File: config.mk
export PLATFORM = sky130hd
export DESIGN_NAME = vscale_htif_pcr_arbiter
export DESIGN_NICKNAME = d
export VERILOG_FILES = /design/src/rtl/vscale_htif_pcr_arbiter.sv
export SDC_FILE = /design/constraint.sdc
export NUM_CORES = 1
export LEC_CHECK = 0
export ABC_AREA = 1
export BUFFER_PORTS_ARGS = -buffer_cell sky130_fd_sc_hd__buf_2
export CAP_MARGIN = 20
export CORE_MARGIN = 3
export CORE_UTILIZATION = 23
export DETAILED_ROUTE_END_ITERATION = 8
export PLACE_DENSITY = 0.53
export SLEW_MARGIN = 10
export SYNTH_ARGS = -nofsm -noshare
export SYNTH_HDL_FRONTEND = slang
export SYNTH_SLANG_ARGS = --single-unit
File: constraint.sdc
create_clock -name clk -period 1.8 [get_ports clk]
set_clock_uncertainty 0.05 [all_clocks]
set_input_delay 0.54 -clock clk [delete_from_list [all_inputs] [get_ports clk]]
set_output_delay 0.54 -clock clk [all_outputs]
set_load 0.01 [all_outputs]
File: src/rtl/vscale_htif_pcr_arbiter.sv
// vscale_htif_pcr_arbiter: round-robin share of the HTIF PCR port between the tohost poller and the fromhost writer
module vscale_htif_pcr_arbiter #(
    parameter int HTIF_PCR_WIDTH = 64,
    parameter int ADDR_WIDTH = 12,
    parameter int TIMEOUT_CYCLES = 256
) (
    input  logic                        clk,
    input  logic                        reset,
    input  logic [1:0]                  req_valid_i,
    output logic [1:0]                  req_ready_o,
    input  logic [1:0]                  req_rw_i,
    input  logic [2*ADDR_WIDTH-1:0]     req_addr_i,
    input  logic [2*HTIF_PCR_WIDTH-1:0] req_data_i,
    output logic [1:0]                  resp_valid_o,
    input  logic [1:0]                  resp_ready_i,
    output logic [HTIF_PCR_WIDTH-1:0]   resp_data_o,
    output logic                        resp_err_o,
    output logic                        htif_pcr_req_valid,
    input  logic                        htif_pcr_req_ready,
    output logic                        htif_pcr_req_rw,
    output logic [ADDR_WIDTH-1:0]       htif_pcr_req_addr,
    output logic [HTIF_PCR_WIDTH-1:0]   htif_pcr_req_data,
    input  logic                        htif_pcr_resp_valid,
    output logic                        htif_pcr_resp_ready,
    input  logic [HTIF_PCR_WIDTH-1:0]   htif_pcr_resp_data,
    output logic                        busy_o,
    output logic                        owner_o,
    output logic                        stray_resp_o
);
    localparam int CW = $clog2(TIMEOUT_CYCLES + 1);
    typedef enum logic [1:0] {IDLE, REQ, RESP, DELIVER} state_t;
    state_t state, next_state;
    logic prio, win, accept, expired;
    logic [CW-1:0] cnt;
    logic [HTIF_PCR_WIDTH-1:0] rdata_q;
    logic err_q;
    assign win = &req_valid_i ? prio : req_valid_i[1];
    assign accept = state == IDLE && |req_valid_i;
    assign expired = cnt == CW'(TIMEOUT_CYCLES - 1);
    always_ff @(posedge clk)
        if (reset) state <= IDLE;
        else state <= next_state;
    always_comb
        next_state = state == IDLE ? (accept ? REQ : IDLE) :
                     state == REQ  ? (htif_pcr_req_ready ? RESP : REQ) :
                     state == RESP ? ((htif_pcr_resp_valid || expired) ? DELIVER : RESP) :
                                     (resp_ready_i[owner_o] ? IDLE : DELIVER);
    always_comb begin
        req_ready_o = accept ? (win ? 2'b10 : 2'b01) : 2'b00;
        resp_valid_o = state == DELIVER ? (owner_o ? 2'b10 : 2'b01) : 2'b00;
        htif_pcr_req_valid = state == REQ;
        htif_pcr_resp_ready = state == IDLE || state == RESP;
        busy_o = state != IDLE;
        resp_data_o = rdata_q;
        resp_err_o = err_q;
    end
    // A real response in the expiry cycle takes precedence over the forced error.
    always_ff @(posedge clk) begin
        if (reset) begin
            prio <= 1'b0;
            owner_o <= 1'b0;
            htif_pcr_req_rw <= 1'b0;
            htif_pcr_req_addr <= '0;
            htif_pcr_req_data <= '0;
            rdata_q <= '0;
            err_q <= 1'b0;
            cnt <= '0;
            stray_resp_o <= 1'b0;
        end else begin
            if (accept) begin
                owner_o <= win;
                htif_pcr_req_rw <= req_rw_i[win];
                htif_pcr_req_addr <= win ? req_addr_i[ADDR_WIDTH +: ADDR_WIDTH] : req_addr_i[0 +: ADDR_WIDTH];
                htif_pcr_req_data <= win ? req_data_i[HTIF_PCR_WIDTH +: HTIF_PCR_WIDTH] : req_data_i[0 +: HTIF_PCR_WIDTH];
            end
            if (state == REQ && htif_pcr_req_ready) cnt <= '0;
            if (state == RESP) begin
                if (htif_pcr_resp_valid) begin
                    rdata_q <= htif_pcr_resp_data;
                    err_q <= 1'b0;
                end else if (expired) begin
                    rdata_q <= '1;
                    err_q <= 1'b1;
                end else cnt <= &cnt ? cnt : cnt + 1'b1;
            end
            if (state == DELIVER && resp_ready_i[owner_o]) prio <= ~owner_o;
            if (state == IDLE && htif_pcr_resp_valid) stray_resp_o <= 1'b1;
        end
    end
endmodule
# Word level (Yosys, flattened, before mapping)
# Cells that the tools add are included.
[op_classes]
muxes = 27
bitwise_logic = 1
eq_ne = 5
order_cmp = 2
add_sub_neg = 1
reduce_logical = 13
[ops]
columns = ["op", "n"]
rows = [
  ["64-bit two-way mux", 3],
  ["9-bit two-way mux", 5],
  ["2-bit two-way mux", 9],
  ["12-bit two-way mux", 1],
  ["9-bit by 1-bit adder with 9-bit output (second input constant)", 1],
  ["9-bit by 8-bit == test with 1-bit output (second input constant)", 1],
  ["1-bit two-way mux", 9],
  ["9-bit AND reduction", 1],
  ["2-bit == test (second input constant)", 2],
  ["1-bit logical AND", 4],
  ["1-bit by 2-bit less-than comparator with 1-bit output (second input constant)", 2],
  ["4-bit != test (second input constant)", 1],
  ["2-bit AND reduction", 2],
  ["2-bit nonzero test", 2],
  ["2-bit by 1-bit == test with 1-bit output (second input constant)", 1],
  ["2-bit logical NOT", 1],
  ["1-bit logical OR", 2],
  ["2-bit OR reduction", 1],
  ["1-bit NOT", 1],
]
[word_totals]
ff_bits = 156
out_inout_bits = 151
elab_cells = 59
in_bits = 226

# Logic depth before layout (Yosys ltp)
[depth]
ltp_word = 6
depth_mapped = 10
ltp_nobuf = 9

# Least setup slack after synthesis
# Ideal clock, no wire load.
[synth_path]
path_kind = "input to output"
from = "input port req_valid_i[1]"
to = "output port req_ready_o[1]"
setup_slack_ns = 0.023
arrival_ns = 1.187
t_required_ns = 1.210
n_path_buf = 2
cell_stages = 4
path_cell_list = "a21boi_2 > and2_1 > buf_2 > buf_2"
[synth_between]
elab_chain_len = 4
elab_cells_between_ends = 6
classes_between = "mux: 3; reduce/logical: 3"
[synth_lines]
columns = ["element", "line", "text"]
rows = [
  ["from (decl)", "9", "input logic [1:0] req_valid_i,"],
  ["2-bit AND reduction", "37", "assign win = &req_valid_i ? prio : req_valid_i[1];"],
  ["1-bit two-way mux", "37", ""],
  ["2-bit two-way mux", "49", "req_ready_o = accept ? (win ? 2'b10 : 2'b01) : 2'b00;"],
  ["2-bit two-way mux *", "49", ""],
  ["to (decl)", "10", "output logic [1:0] req_ready_o,"],
]
# Mark *: on every way between the ends. The rest lies on a longest branch, timed or not.

# Final worst setup path
[layout_path]
from = "register state[1]"
to = "output port req_ready_o[1]"
[layout_between]
elab_chain_len = 3
[layout_lines]
columns = ["element", "line", "text"]
rows = [
  ["from (decl)", "32", "state_t state, next_state;"],
  ["from (signal assigned)", "42", "else state <= next_state;"],
  ["2-bit logical NOT", "38", "assign accept = state == IDLE && |req_valid_i;"],
  ["1-bit logical AND", "38", ""],
  ["2-bit two-way mux", "49", ""],
]
# Every way passes these cells.

==> report_table.html <==
<table>
<tr><th>Metric</th><th>Value</th></tr>
<tr><th colspan="2">Status</th></tr>
<tr><td>Result of the run</td><td>finished with violations</td></tr>
<tr><td>Violations in the final reports</td><td>negative setup slack</td></tr>
<tr><th colspan="2">Power and ir drop</th></tr>
<tr><td>Pint</td><td>7.56 mW</td></tr>
<tr><td>Pwr/cell area</td><td>1150 nW/um^2</td></tr>
<tr><td>Maximum ir drop on the vdd rail</td><td>574 uV</td></tr>
<tr><td>Net switching fraction of the power</td><td>0.355</td></tr>
<tr><td>Clock network fraction of design power</td><td>0.322</td></tr>
<tr><td>Total design power</td><td>11.7 mW</td></tr>
<tr><td>Leakage</td><td>6.19 nW</td></tr>
<tr><td>Sequential group share of total power</td><td>0.362</td></tr>
<tr><td>Gate power share</td><td>0.316</td></tr>
<tr><td>Net switching power</td><td>4.16 mW</td></tr>
<tr><th colspan="2">Worst setup path</th></tr>
<tr><td>Slowest cell on crit path</td><td>dfxtp_2</td></tr>
<tr><td>Endpoint of the most critical register-to-register path</td><td>resp_data_o[30]$_SDFFE_PP0P_</td></tr>
<tr><td>Critical-path cell list</td><td>nor2_4, buf_6, and2_4, buf_6</td></tr>
<tr><td>Largest stage delay, worst path</td><td>340 ps</td></tr>
<tr><td>Startpoint of the worst register-to-register path</td><td>cnt[1]$_SDFFE_PP0P_</td></tr>
<tr><td>R2R setup slack</td><td>120 ps</td></tr>
<tr><td>Required time of the critical path</td><td>1210 ps</td></tr>
<tr><td>Kind of end point of the critical path</td><td>output pin</td></tr>
<tr><td>Depth of the most critical reg-to-reg path</td><td>9</td></tr>
<tr><td>CP bufs+invs</td><td>2</td></tr>
<tr><td>Crit path to</td><td>req_ready_o[1]</td></tr>
<tr><td>Top delay family on crit path</td><td>flip-flops</td></tr>
<tr><td>Worst Path Arrival</td><td>1300 ps</td></tr>
<tr><td>Most frequent CP cell</td><td>buf_6</td></tr>
<tr><td>Maximum fanout along the worst path</td><td>3</td></tr>
<tr><td>Kind of critical path</td><td>flop to output pin</td></tr>
<tr><td>Instance count on the critical path</td><td>4</td></tr>
<tr><td>Startpoint Class</td><td>flop</td></tr>
<tr><td>Startpoint of the worst setup timing path</td><td>state[1]$_SDFF_PP0_</td></tr>
<tr><th colspan="2">Clock network</th></tr>
<tr><td>Insertion delay of the later-clocked pin in the worst-skew pair</td><td>420 ps</td></tr>
<tr><td>Root Buffer</td><td>clkbuf_16</td></tr>
<tr><td>Number of clock buffers inserted by TritonCTS</td><td>17</td></tr>
<tr><td>H-tree level count</td><td>4</td></tr>
<tr><td>Sink count of the clock tree</td><td>156</td></tr>
<tr><td>Number of buffers added to fix hold violations after cts</td><td>0</td></tr>
<tr><td>Clock input transition at the sequential cells of the worst setup and hold paths</td><td>70 ps</td></tr>
<tr><td>TritonCTS clock tree</td><td>done</td></tr>
<tr><td>Maximum clock insertion buffer count</td><td>2</td></tr>
<tr><th colspan="2">Drt</th></tr>
<tr><td>Number of remaining DRC errors</td><td>0</td></tr>
<tr><td>DR vias/cell</td><td>4.07</td></tr>
<tr><td>Total detailed-routing wirelength</td><td>24,600 um</td></tr>
<tr><td>Post-detailed-route wirelength per cell</td><td>13.4 um</td></tr>
<tr><td>Final ANT Viol Nets</td><td>0</td></tr>
<tr><td>Vias post-DR</td><td>7,483</td></tr>
<tr><td>First-pass iteration count of the detailed router</td><td>4</td></tr>
<tr><td>Iteration-0 DRC count of the detailed router</td><td>200</td></tr>
<tr><th colspan="2">Synthesis</th></tr>
<tr><td>EDFF count, synth</td><td>0</td></tr>
<tr><td>Part of the Yosys area used for sequential elements</td><td>0.454</td></tr>
<tr><td>Area of the mapped netlist</td><td>6870 um^2</td></tr>
<tr><td>Yosys top cell area share</td><td>0.454</td></tr>
<tr><td>Post-Synthesis Mean Instance Area</td><td>6.58 um^2</td></tr>
<tr><td>Unique masters post-synth</td><td>31</td></tr>
<tr><td>Leading cell types by total area after synthesis</td><td>dfxtp_1 45%, nand2_1 19%, inv_1 8.8%</td></tr>
<tr><td>Synth warnings</td><td>0</td></tr>
<tr><td>Dominant register cell in the synthesized netlist</td><td>dfxtp_1</td></tr>
<tr><td>Yosys reg bits</td><td>156</td></tr>
<tr><td>Post-Syn Nets</td><td>1,272</td></tr>
<tr><td>Largest area contributor in the netlist</td><td>dfxtp_1</td></tr>
<tr><td>Instance count of the mapped netlist</td><td>1,045</td></tr>
<tr><td>Proportion of register bits with asynchronous set or reset after synthesis</td><td>0</td></tr>
<tr><th colspan="2">Final layout</th></tr>
<tr><td>Layout cells sized above 1</td><td>0.336</td></tr>
<tr><td>Number of nets at the end of the flow</td><td>1,669</td></tr>
<tr><td>Final design area excluding fillers</td><td>10,200 um^2</td></tr>
<tr><td>Area added between synthesis and finish</td><td>48.4%</td></tr>
<tr><td>Final Instance Count excl. Fillers</td><td>1,840</td></tr>
<tr><td>Fillcell total</td><td>3,192</td></tr>
<tr><td>Fraction of the core area covered by cells at the end of the flow</td><td>0.351</td></tr>
<tr><th colspan="2">Die</th></tr>
<tr><td>Floorplan die width</td><td>179 um</td></tr>
<tr><td>Number of rows in the core area</td><td>62</td></tr>
<tr><td>Starting density of the core</td><td>0.236</td></tr>
<tr><td>Die area</td><td>32,000 um^2</td></tr>
<tr><td>Chip Height</td><td>179 um</td></tr>
<tr><td>Core region area</td><td>29,100 um^2</td></tr>
<tr><td>IO Count</td><td>377</td></tr>
<tr><th colspan="2">Placed design</th></tr>
<tr><td>Port Buf Inserts</td><td>376</td></tr>
<tr><td>DP Cell Count</td><td>1,795</td></tr>
<tr><td>Routability congestion estimate</td><td>0.787</td></tr>
<tr><td>Detailed Place HPWL</td><td>18,200 um</td></tr>
<tr><td>Area of placed instances</td><td>9370 um^2</td></tr>
<tr><th colspan="2">STA</th></tr>
<tr><td>Final Hold Viols</td><td>0</td></tr>
<tr><td>Setup violation total in the final timing report</td><td>5</td></tr>
<tr><td>Max Clk Rate</td><td>530 MHz</td></tr>
<tr><td>Max-slew violations</td><td>0</td></tr>
<tr><td>Unrepaired setup endpoints after global routing</td><td>true</td></tr>
<tr><td>Post-route worst setup slack</td><td>-87.6 ps</td></tr>
<tr><td>Hold WS</td><td>344 ps</td></tr>
<tr><td>Tmin final</td><td>1890 ps</td></tr>
<tr><td>Share of the cycle needed by the critical path after routing</td><td>1.05</td></tr>
<tr><td>Worst slew margin</td><td>0.734</td></tr>
<tr><td>Transition at the pin with the smallest max-transition slack</td><td>398 ps</td></tr>
<tr><th colspan="2">GRT</th></tr>
<tr><td>Final global-route overflow total</td><td>0</td></tr>
<tr><td>Maximum number of pins on one net before global-route repair</td><td>69</td></tr>
<tr><td>Initial antenna violation count</td><td>1</td></tr>
<tr><td>Total routing resource utilization after global routing</td><td>0.144</td></tr>
<tr><td>Vias in the first global route</td><td>7,052</td></tr>
<tr><td>Wire length of the first global-routing pass</td><td>36,000 um</td></tr>
<tr><th colspan="2">Hold path</th></tr>
<tr><td>Class of the tightest hold or removal check</td><td>input pin to flop</td></tr>
<tr><td>Hold path depth</td><td>5</td></tr>
<tr><th colspan="2">Run</th></tr>
<tr><td>Number of max-cap violations</td><td>0</td></tr>
</table>
## what timing repair did
| action | 4_1_cts | 5_1_grt |
|---|---|---|
| resized for setup | 18 | 3 |
| buffers inserted | 6 | 4 |
| gates cloned | 0 | 2 |
| pin swaps | 4 | 3 |
| endpoints found under the setup margin | 6 | 42 |
## power groups by stage
stage | registers, mW | clock network, mW | logic [mW]
final | 4.25 | 3.78 | 3.70
after global routing | 4.31 | 4.10 | 4.17
after CTS | 4.25 | 3.97 | 3.70
after detailed placement | 4.31 | 0 | 3.55
after global placement | 4.30 | 0 | 3.55
after floorplan | 4.54 | 0 | 1.76
## worst register-to-register path: cells and delay by family (launching register included)
family / cells / cell delay, ps
flip-flops: 1 / 350
buffers and inverters: 3 / 400
AO/OA/AOI/OAI: 2 / 260
adder cells (fa/ha/maj): 1 / 190
AND/OR/NAND/NOR: 3 / 380
## layer usage
| layer | vias to the layer above | GRT usage | routed length [um] |
|---|---|---|---|
| met5 | - | 0 | 0 |
| li1 | 3921 | - | - |
| met1 | 3277 | 0.158 | 9790 |
| met2 | 274 | 0.252 | 11800 |
| met3 | 11 | 0.0652 | 2790 |
| met4 | 0 | 0.0403 | 244 |
## flip-flops by register name (all words and copies together) (netlist names)
name	cells
stray_resp_o	1
cnt	9
state	2
prio	1
htif_pcr_req_rw	1
htif_pcr_req_data	64
htif_pcr_req_addr	12
owner_o	1
resp_data_o	64
resp_err_o	1
## layout by cell type (no fill, tap or decap), types with 4 or more instances in the layout
| cell | netlist | routed |
|---|---|---|
| inv_8 | 0 | 5 |
| buf_6 | 9 | 7 |
| buf_4 | 4 | 43 |
| nor2_4 | 2 | 4 |
| nor2_2 | 4 | 4 |
| nand2_1 | 342 | 341 |
| buf_2 | 15 | 372 |
| clkbuf_16 | 0 | 19 |
| inv_1 | 161 | 158 |
| o21ai_1 | 52 | 52 |
| inv_2 | 1 | 4 |
| dfxtp_1 | 156 | 153 |
| nand3_1 | 88 | 88 |
| buf_12 | 0 | 9 |
| o21ai_0 | 17 | 17 |
| nor2_1 | 146 | 144 |
| a21oi_1 | 5 | 5 |
| clkinv_8 | 0 | 4 |
## Yosys cell counts (2+ instances only)
| library cell | instances |
|---|---|
| nand2_1 | 342 |
| inv_1 | 161 |
| dfxtp_1 | 156 |
| nor2_1 | 146 |
| nand3_1 | 88 |
| o21ai_1 | 52 |
| clkbuf_1 | 17 |
| o21ai_0 | 17 |
| buf_2 | 15 |
| buf_6 | 9 |
| clkbuf_2 | 6 |
| a21oi_1 | 5 |
| buf_1 | 4 |
| buf_4 | 4 |
| nor2_2 | 4 |
| nand2_2 | 2 |
| nor2_4 | 2 |
| xor2_1 | 2 |
## how the worst min path moves through the flow
stage / start / to
6_report: req_data_i[81] / htif_pcr_req_data[17]$_SDFFE_PP0P_
5_1_grt: req_data_i[125] / htif_pcr_req_data[61]$_SDFFE_PP0P_
4_1_cts: req_addr_i[22] / htif_pcr_req_addr[10]$_SDFFE_PP0P_
3_5_place_dp: resp_data_o[58]$_SDFFE_PP0P_ / resp_data_o[58]$_SDFFE_PP0P_
3_3_place_gp: resp_data_o[61]$_SDFFE_PP0P_ / resp_data_o[61]$_SDFFE_PP0P_
2_1_floorplan: cnt[8]$_SDFFE_PP0P_ / cnt[8]$_SDFFE_PP0P_
## logic make-up after synthesis
logic type | Yosys count | synth area share
compound gates | 80 | 0.0625
flops | 156 | 0.454
buf+inv | 217 | 0.134
xor+xnor | 2 | 0.00255
fa+ha+maj | 1 | 0.00182
simple gates | 589 | 0.344
## cell type report
class	count	area (um^2)	share of cell area
timing repair buffer	433	2490	0.245
sequential	156	3130	0.307
inverter	162	608	0.0596
antenna	1	2.50	0.000245
multi-input combinational	672	2870	0.281
tap	384	480	0.0471
clock inverter	15	194	0.0190
clock buffer	17	425	0.0417
## through the flow
step / setup TNS (ps) / setup WS, ps
2_1_floorplan: 0 / 23.2
3_3_place_gp: -15100 / -236
3_5_place_dp: -14210 / -223
4_1_cts: -396 / -173
5_1_grt: -646 / -149
6_report: -243 / -87.6
Power figures use the tool's default switching activity.
